===== src/rtl/inst_mem_loader.sv =====
// Instruction RAM loader: assembles big-endian words from a UART byte stream,
// writes them through the RAM write port and holds the CPU in reset while loading.
module inst_mem_loader #(
    parameter int unsigned MEM_DEPTH = 256,
    parameter int unsigned ADDR_W    = 8,
    parameter int unsigned TIMEOUT   = 1000000
) (
    input  logic              clk,
    input  logic              reset,
    input  logic              start,
    input  logic              rx_valid,
    input  logic [7:0]        rx_data,
    output logic              mem_we,
    output logic [ADDR_W-1:0] mem_addr,
    output logic [31:0]       mem_wdata,
    output logic              cpu_hold,
    output logic              busy,
    output logic              done,
    output logic              err,
    output logic [1:0]        err_code,
    output logic [ADDR_W:0]   word_cnt
);

    localparam int unsigned TO_W = $clog2(TIMEOUT + 1);

    typedef enum logic [2:0] {
        S_IDLE,
        S_LEN_HI,
        S_LEN_LO,
        S_DATA,
        S_CSUM,
        S_DONE,
        S_ERROR
    } state_t;

    state_t          state, state_nx;
    logic [15:0]     len;
    logic [23:0]     asm_q;
    logic [1:0]      byte_idx;
    logic [7:0]      csum;
    logic [TO_W-1:0] to_cnt;

    logic            in_load;
    logic            take;
    logic            word_done;
    logic            last_word;
    logic            len_bad;
    logic            timed_out;
    logic [15:0]     len_full;
    logic [1:0]      set_code;

    always_comb begin
        in_load   = (state == S_LEN_HI) || (state == S_LEN_LO) ||
                    (state == S_DATA)   || (state == S_CSUM);
        take      = rx_valid && in_load;
        len_full  = {len[15:8], rx_data};
        len_bad   = (len_full == 16'd0) || ({16'd0, len_full} > MEM_DEPTH);
        word_done = take && (state == S_DATA) && (byte_idx == 2'd3);
        last_word = (32'(word_cnt) + 32'd1) == {16'd0, len};
        // A byte arriving on the expiry cycle still counts as in time.
        timed_out = in_load && !take && (to_cnt == TO_W'(TIMEOUT - 1));

        busy      = in_load;
        cpu_hold  = in_load || (state == S_ERROR);
        done      = (state == S_DONE);
        err       = (state == S_ERROR);
    end

    always_comb begin
        state_nx = state;
        set_code = 2'b00;
        case (state)
            S_IDLE, S_DONE, S_ERROR: begin
                if (start) state_nx = S_LEN_HI;
            end
            S_LEN_HI: begin
                if (take) state_nx = S_LEN_LO;
            end
            S_LEN_LO: begin
                if (take) begin
                    if (len_bad) begin
                        state_nx = S_ERROR;
                        set_code = 2'b01;
                    end else begin
                        state_nx = S_DATA;
                    end
                end
            end
            S_DATA: begin
                if (word_done && last_word) state_nx = S_CSUM;
            end
            S_CSUM: begin
                if (take) begin
                    if (rx_data == csum) begin
                        state_nx = S_DONE;
                    end else begin
                        state_nx = S_ERROR;
                        set_code = 2'b10;
                    end
                end
            end
            default: state_nx = S_IDLE;
        endcase
        if (timed_out) begin
            state_nx = S_ERROR;
            set_code = 2'b11;
        end
    end

    always_ff @(posedge clk) begin
        if (reset) begin
            state     <= S_IDLE;
            len       <= '0;
            asm_q     <= '0;
            byte_idx  <= '0;
            csum      <= '0;
            to_cnt    <= '0;
            mem_we    <= 1'b0;
            mem_addr  <= '0;
            mem_wdata <= '0;
            err_code  <= '0;
            word_cnt  <= '0;
        end else begin
            state  <= state_nx;
            mem_we <= word_done;
            // The write lands one cycle after the fourth byte, together with the count.
            if (word_done) begin
                mem_addr  <= word_cnt[ADDR_W-1:0];
                mem_wdata <= {asm_q, rx_data};
                word_cnt  <= word_cnt + (ADDR_W + 1)'(1);
            end
            if (start && !in_load) begin
                len      <= '0;
                asm_q    <= '0;
                byte_idx <= '0;
                csum     <= '0;
                to_cnt   <= '0;
                err_code <= '0;
                word_cnt <= '0;
            end else if (in_load) begin
                if (take) begin
                    to_cnt <= '0;
                end else if (!timed_out) begin
                    to_cnt <= to_cnt + TO_W'(1);
                end
                if (set_code != 2'b00) err_code <= set_code;
                if (take) begin
                    case (state)
                        S_LEN_HI: len[15:8] <= rx_data;
                        S_LEN_LO: len[7:0]  <= rx_data;
                        S_DATA: begin
                            asm_q    <= {asm_q[15:0], rx_data};
                            byte_idx <= byte_idx + 2'd1;
                            csum     <= csum ^ rx_data;
                        end
                        default: ;
                    endcase
                end
            end
        end
    end

endmodule


===== config.mk =====
export PLATFORM = sky130hd
export DESIGN_NAME = inst_mem_loader
export DESIGN_NICKNAME = d
export VERILOG_FILES = /design/src/rtl/inst_mem_loader.sv
export SDC_FILE = /design/constraint.sdc
export NUM_CORES = 1
export LEC_CHECK = 0
export ABC_AREA = 1
export BUFFER_PORTS_ARGS = -buffer_cell sky130_fd_sc_hd__buf_2
export CAP_MARGIN = 20
export CORE_MARGIN = 2
export CORE_UTILIZATION = 52
export CTS_CLUSTER_SIZE = 20
export DETAILED_ROUTE_END_ITERATION = 6
export GPL_ROUTABILITY_DRIVEN = 1
export MAX_ROUTING_LAYER = met4
export PLACE_DENSITY_LB_ADDON = 0.08
export RECOVER_POWER = 50
export SYNTH_ARGS = -nofsm -noshare
export SYNTH_HDL_FRONTEND = slang
export SYNTH_SLANG_ARGS = --single-unit

===== constraint.sdc =====
create_clock -name clk -period 1.8 [get_ports clk]
set_clock_uncertainty 0.2 [all_clocks]
set_input_delay 0.09 -clock clk [delete_from_list [all_inputs] [get_ports clk]]
set_output_delay 0.09 -clock clk [all_outputs]
set_load 0.005 [all_outputs]

# Word level (Yosys, flattened, before mapping)
# Cells that the tools add are included.
# word_totals
reg_bits	125
input_bits	12
word_cells	84
# op_classes
n_addsub	4
order_cmp	1
eq_ne	21
n_mux	17
bitwise_logic	1
n_reduce_logical	27
# ops
op	n
$mux 20	2
$mux 3	7
$add 20x1->20 const B	1
$eq 20x20->1 const B	1
$eq 10x16->1	1
$gt 16x9->1 const B	1
$logic_not 16->1	1
$pmux 3 s5	1
$ne 3x3->1 const B	4
$add 9x1->10 const B	1
$ne 2x2->1 const B	5
$reduce_and 5->1	2
$add 9x1->9 const B	1
$eq 3x3->1 const B	3
$reduce_and 3->1	3
$eq 8x8->1	1
$mux 2	4
$xor 8x8->8	1
$logic_and 1x1->1	7
$eq 3x2->1 const B	2
$logic_or 1x1->1	5
$pmux 2 s2	1
$reduce_and 2->1	2
$reduce_or 2->1	2
10 further kinds	12

# Logic depth before layout (Yosys ltp)
# logic_depth
word_depth	11
mapped_depth	16
mapped_depth_nobuf	16

# Worst setup path after synthesis
# Ideal clock, no wire load.
# synth_timing
kind	flip-flop to flip-flop
start	reg word_cnt[0]
end	reg state[2]
setup_ps	110
t_arrival_ps	1704
required_ps	1490
setup_slack_ps	-214
path_stages_with_launch	17
cell_sequence	dfxtp_1 ha_1 nand2_1 nor2_4 nand2_1 nand2_1 nand3_1 nand2_1 nand2_1 nor2_1 nand2_1 nand2_1 nand2_1 nand2_1 nand3_1 nand2_1 inv_1
# synth_between
elab_chain_cells	5
# synth_lines
item	line	rtl
from (decl)	21	output logic [ADDR_W:0] word_cnt
from (signal assigned)	130	word_cnt <= word_cnt + (ADDR_W + 1)'(1);
$add 9x1->10	59	last_word = (32'(word_cnt) + 32'd1) == {16'd0, len};
$eq 10x16->1	59	
$logic_and 1x1->1	90	if (word_done && last_word) state_nx = S_CSUM;
$ne 3x2->1 (no line)	n/a	
$reduce_and 5->1 (no line)	n/a	
to (signal assigned)	124	state <= state_nx;
to (decl)	36	state_t state, state_nx;
# No other way between the ends.
# A chain may end at the register's enable or synchronous reset.

# Final worst setup path
# Same ends and word-level chain as after synthesis.

==> flow_summary.yaml <==
status:
  status: "finished, violations left"
  violations: "setup timing"
worst_setup_path:
  criticalPathCategory: "flip-flop to flip-flop"
  crit_path_max_fanout: 4
  path_common_cell: "nand2_1"
  path_cells: "ha_4 > inv_2 > nand2_1 > nand2_1 > nor2_1 > nand2_1 > nor2_1 > nand3_1 > nor2_1 > nand2_1 > nand2_2 > nand3_1 > nand3_2 > nand2_1 > inv_1"
  cp_slowest_cell: "dfxtp_4"
  cp-start-kind: "flip-flop"
  slowest_delay_ns: 0.36
  worst-path-buf-inv: 2
  crit_family: "simple AND/OR/NAND/NOR gates"
  r2r_slack_ns: -0.35
  worstPathArrival_ns: 2.42
  critPathRequiredTime_ns: 2.07
  end_kind: "flip-flop"
synthesis:
  synth_area_leaders: "dfxtp_1 44%, nand2_1 15%, a21oi_1 7.3%"
  synth_edf_count: 0
  synth_cell_types: 33
  synth-seq-cells: 125
  syn-num-nets: 823
  synth_async_sr_flop_share_pct: 0
  synth_top_area_share_pct: 44.1
  synth_cells: 808
  ys_warn_count: 0
  synth_ff_type: "dfxtp_1"
  ys_seq_area_share_pct: 44.1
  syn_avg_cell_area_um2: 7.03
  yosysTopAreaCell: "dfxtp_1"
  syn-cell-area_mm2: 0.00568
power_and_ir_drop:
  finalPower_w: 0.00970
  p_comb_share_pct: 35.2
  internal_power_w: 0.00651
  pwr-share-clk_pct: 34.3
  p_per_area_mw_per_mm2: 1130
  vdd_drop_max_uv: 948
  power.switching_w: 0.00320
  seqPwrFrac_pct: 30.5
  leakagePower_nw: 3.54
  switching_share_pct: 32.9
timing:
  rsz0062_at_grt: "true"
  fin_crit_ns: 2.15
  fin_ws_ns: -0.351
  fmax_ghz: 0.465
  hold_viol_final: 0
  tightest_slew_ns: 0.422
  fin_crit_sh_pct: 120
  setup_viol: 86
  slew_headroom_pct: 71.7
  drv_slew: 0
global_route:
  grt_max_degree: 42
  grt_usage_pct: 31.8
  grt_pass1_vias: 5898
  grt.overflow.total: 0
  grt_pass1_wl_um: 28200
  antenna_found_initial: 1
job:
  cap_violations: 0
placed_design:
  placed_cells: 1072
  portBuffers: 67
  dp_hpwl_um: 11100
  gp_congestion: 0.929
drt:
  ant_nets: 0
  wl_per_cell_um: 17.4
  via_per_inst: 5.68
  vias: 6551
  first_iter_violations: 474
  drc_errors: 0
  drtPass1Iterations: 5
  finalWirelength_um: 20100
hold_path:
  min_path_type: "input pin to flip-flop"
clock_tree:
  clkSinkCount: 125
  htreeDepth: 4
  clk_pin_slew_ns: 0.06
  numCtsBuffers: 17
  cts_root_buf: "clkbuf_8"
  tritoncts: "built"
  clk_path_buf_depth: 2
  clk_latency_ns: 0.54
layout:
  stdcell_count: 1153
  drive_gt1_share_pct: 34.0
  area_growth_pct: 51.0
  fill_cells: 726
  fin_nets: 1015
die:
  die_w_um: 109
  core_mm2: 0.0107
  dieArea_mm2: 0.0118
  die_h_um: 109
  start_util_pct: 52.9
  rows: 38
  ioPinCount: 68
[Yosys cell counts, types with 2 or more instances]
master / count
nand2_1: 224
dfxtp_1: 125
a21oi_1: 83
nand3_1: 74
inv_1: 69
nor2_1: 58
o21ai_0: 31
nand4_1: 27
nor3_1: 24
clkbuf_1: 15
xor2_1: 14
buf_2: 12
nor2_2: 8
buf_1: 4
inv_2: 4
nor4_1: 4
ha_1: 3
nand3b_1: 3
nor2_4: 3
o21ai_1: 3
or2_2: 3
a31oi_1: 2
buf_6: 2
nand2_2: 2
nand3_2: 2
o21bai_1: 2
[worst reg2reg max path, stage by stage, from the launching register on]
cell,delay [ns]
dfxtp_4,0.36
ha_4,0.29
inv_2,0.03
nand2_1,0.05
nand2_1,0.06
nor2_1,0.12
nand2_1,0.09
nor2_1,0.09
nand3_1,0.08
nor2_1,0.11
nand2_1,0.11
nand2_2,0.11
nand3_1,0.12
nand3_2,0.10
nand2_1,0.06
inv_1,0.10
[registers in the layout, summed over array words and instances (netlist names)]
register,flops
word_cnt,9
csum,8
mem_wdata,32
len,16
mem_we,1
state,3
mem_addr,8
byte_idx,2
err_code,2
asm_q,24
to_cnt,20
[area by class of cell]
class | count | area [um^2] | area share (%)
Sequential cell | 125 | 2520 | 29.4
Antenna cell | 1 | 2.50 | 0.0292
Tap cell | 140 | 175 | 2.04
Timing Repair Buffer | 205 | 1720 | 20.0
Clock buffer | 19 | 432 | 5.03
Multi-Input combinational cell | 577 | 3300 | 38.5
Inverter | 74 | 288 | 3.36
Clock inverter | 12 | 139 | 1.62
[cell usage in the layout (no fill, tap or decap), types with 12 or more instances in the layout]
master / instances
nand2_2: 19
nand4_1: 27
buf_4: 93
buf_12: 13
a21oi_1: 26
nand3_1: 69
o21ai_0: 24
clkbuf_1: 22
nand2_1: 204
xor2_1: 14
dfxtp_1: 117
buf_2: 46
clkbuf_16: 19
inv_1: 66
nor2_4: 12
a21oi_2: 49
nor2_1: 55
nor3_1: 14
[power groups by stage]
stage	clock (W)	sequential, W	combinational, W
finish	0.00333	0.00296	0.00341
global route	0.00348	0.00296	0.00357
CTS	0.00332	0.00295	0.00288
detailed placement	0	0.00299	0.00184
global placement	0	0.00299	0.00179
floorplan	0	0.00298	0.00109
[metal layers]
layer	up-vias	global-route usage [%]	part of all wire (%)
li1	3052	-	-
met1	3048	38.0	40
met2	365	51.9	48
met3	86	6.99	8.3
met4	0	12.8	4.1
met5	-	-	0
[path summary, 6_finish.rpt]
check                                         startpoint                         end  depth (start not counted)
worst max-delay path            word_cnt[0]$_SDFFE_PP0P_       state[2]$_SDFFE_PP0P_                         15
worst min-delay path                               reset       state[1]$_SDFFE_PP0P_                          3
worst max register to register  word_cnt[0]$_SDFFE_PP0P_       state[2]$_SDFFE_PP0P_                         15
worst min register to register    asm_q[10]$_SDFFE_PP0P_  mem_wdata[18]$_SDFFE_PP0P_                          2
[stage by stage]
stage | instance area (um^2) | setup TNS (ns) | utilization (%) | hold slack, ns | worst slack, ns
6_report | 8580 | -14.26 | 79.8 | 0.169 | -0.351
5_1_grt | 8580 | -20.04 | 79.8 | 0.166 | -0.413
4_1_cts | 8080 | -8.01 | 75.2 | 0.157 | -0.191
3_5_place_dp | 6820 | -6.76 | 63.5 | 0.177 | -0.249
3_3_place_gp | 6820 | -4.05 | 63.5 | 0.178 | -0.184
2_1_floorplan | 5720 | -0.609 | - | -0.0409 | -0.0628
[logic make-up (layout without fill, tap and decap cells)]
kind of cell,Yosys count,after routing,synth area share (%)
AO/OA/AOI/OAI,124,124,11.5
buffers and inverters,107,310,7.60
flip-flops,125,125,44.1
XOR/XNOR,14,14,2.16
AND/OR/NAND/NOR,435,436,34.1
adder cells (fa/ha/maj),3,3,0.661
other,0,1,0
[what timing repair did]
action                                  in CTS  in global routing
hold buffers                                11                  0
endpoints found under the hold margin       63                  0
endpoints found under the setup margin      82                126
setup buffers                               23                 10
gates resized for setup                     54                120
pin swaps                                   13                 15
cloned                                       8                  3
(Power assumes the default switching activity.)
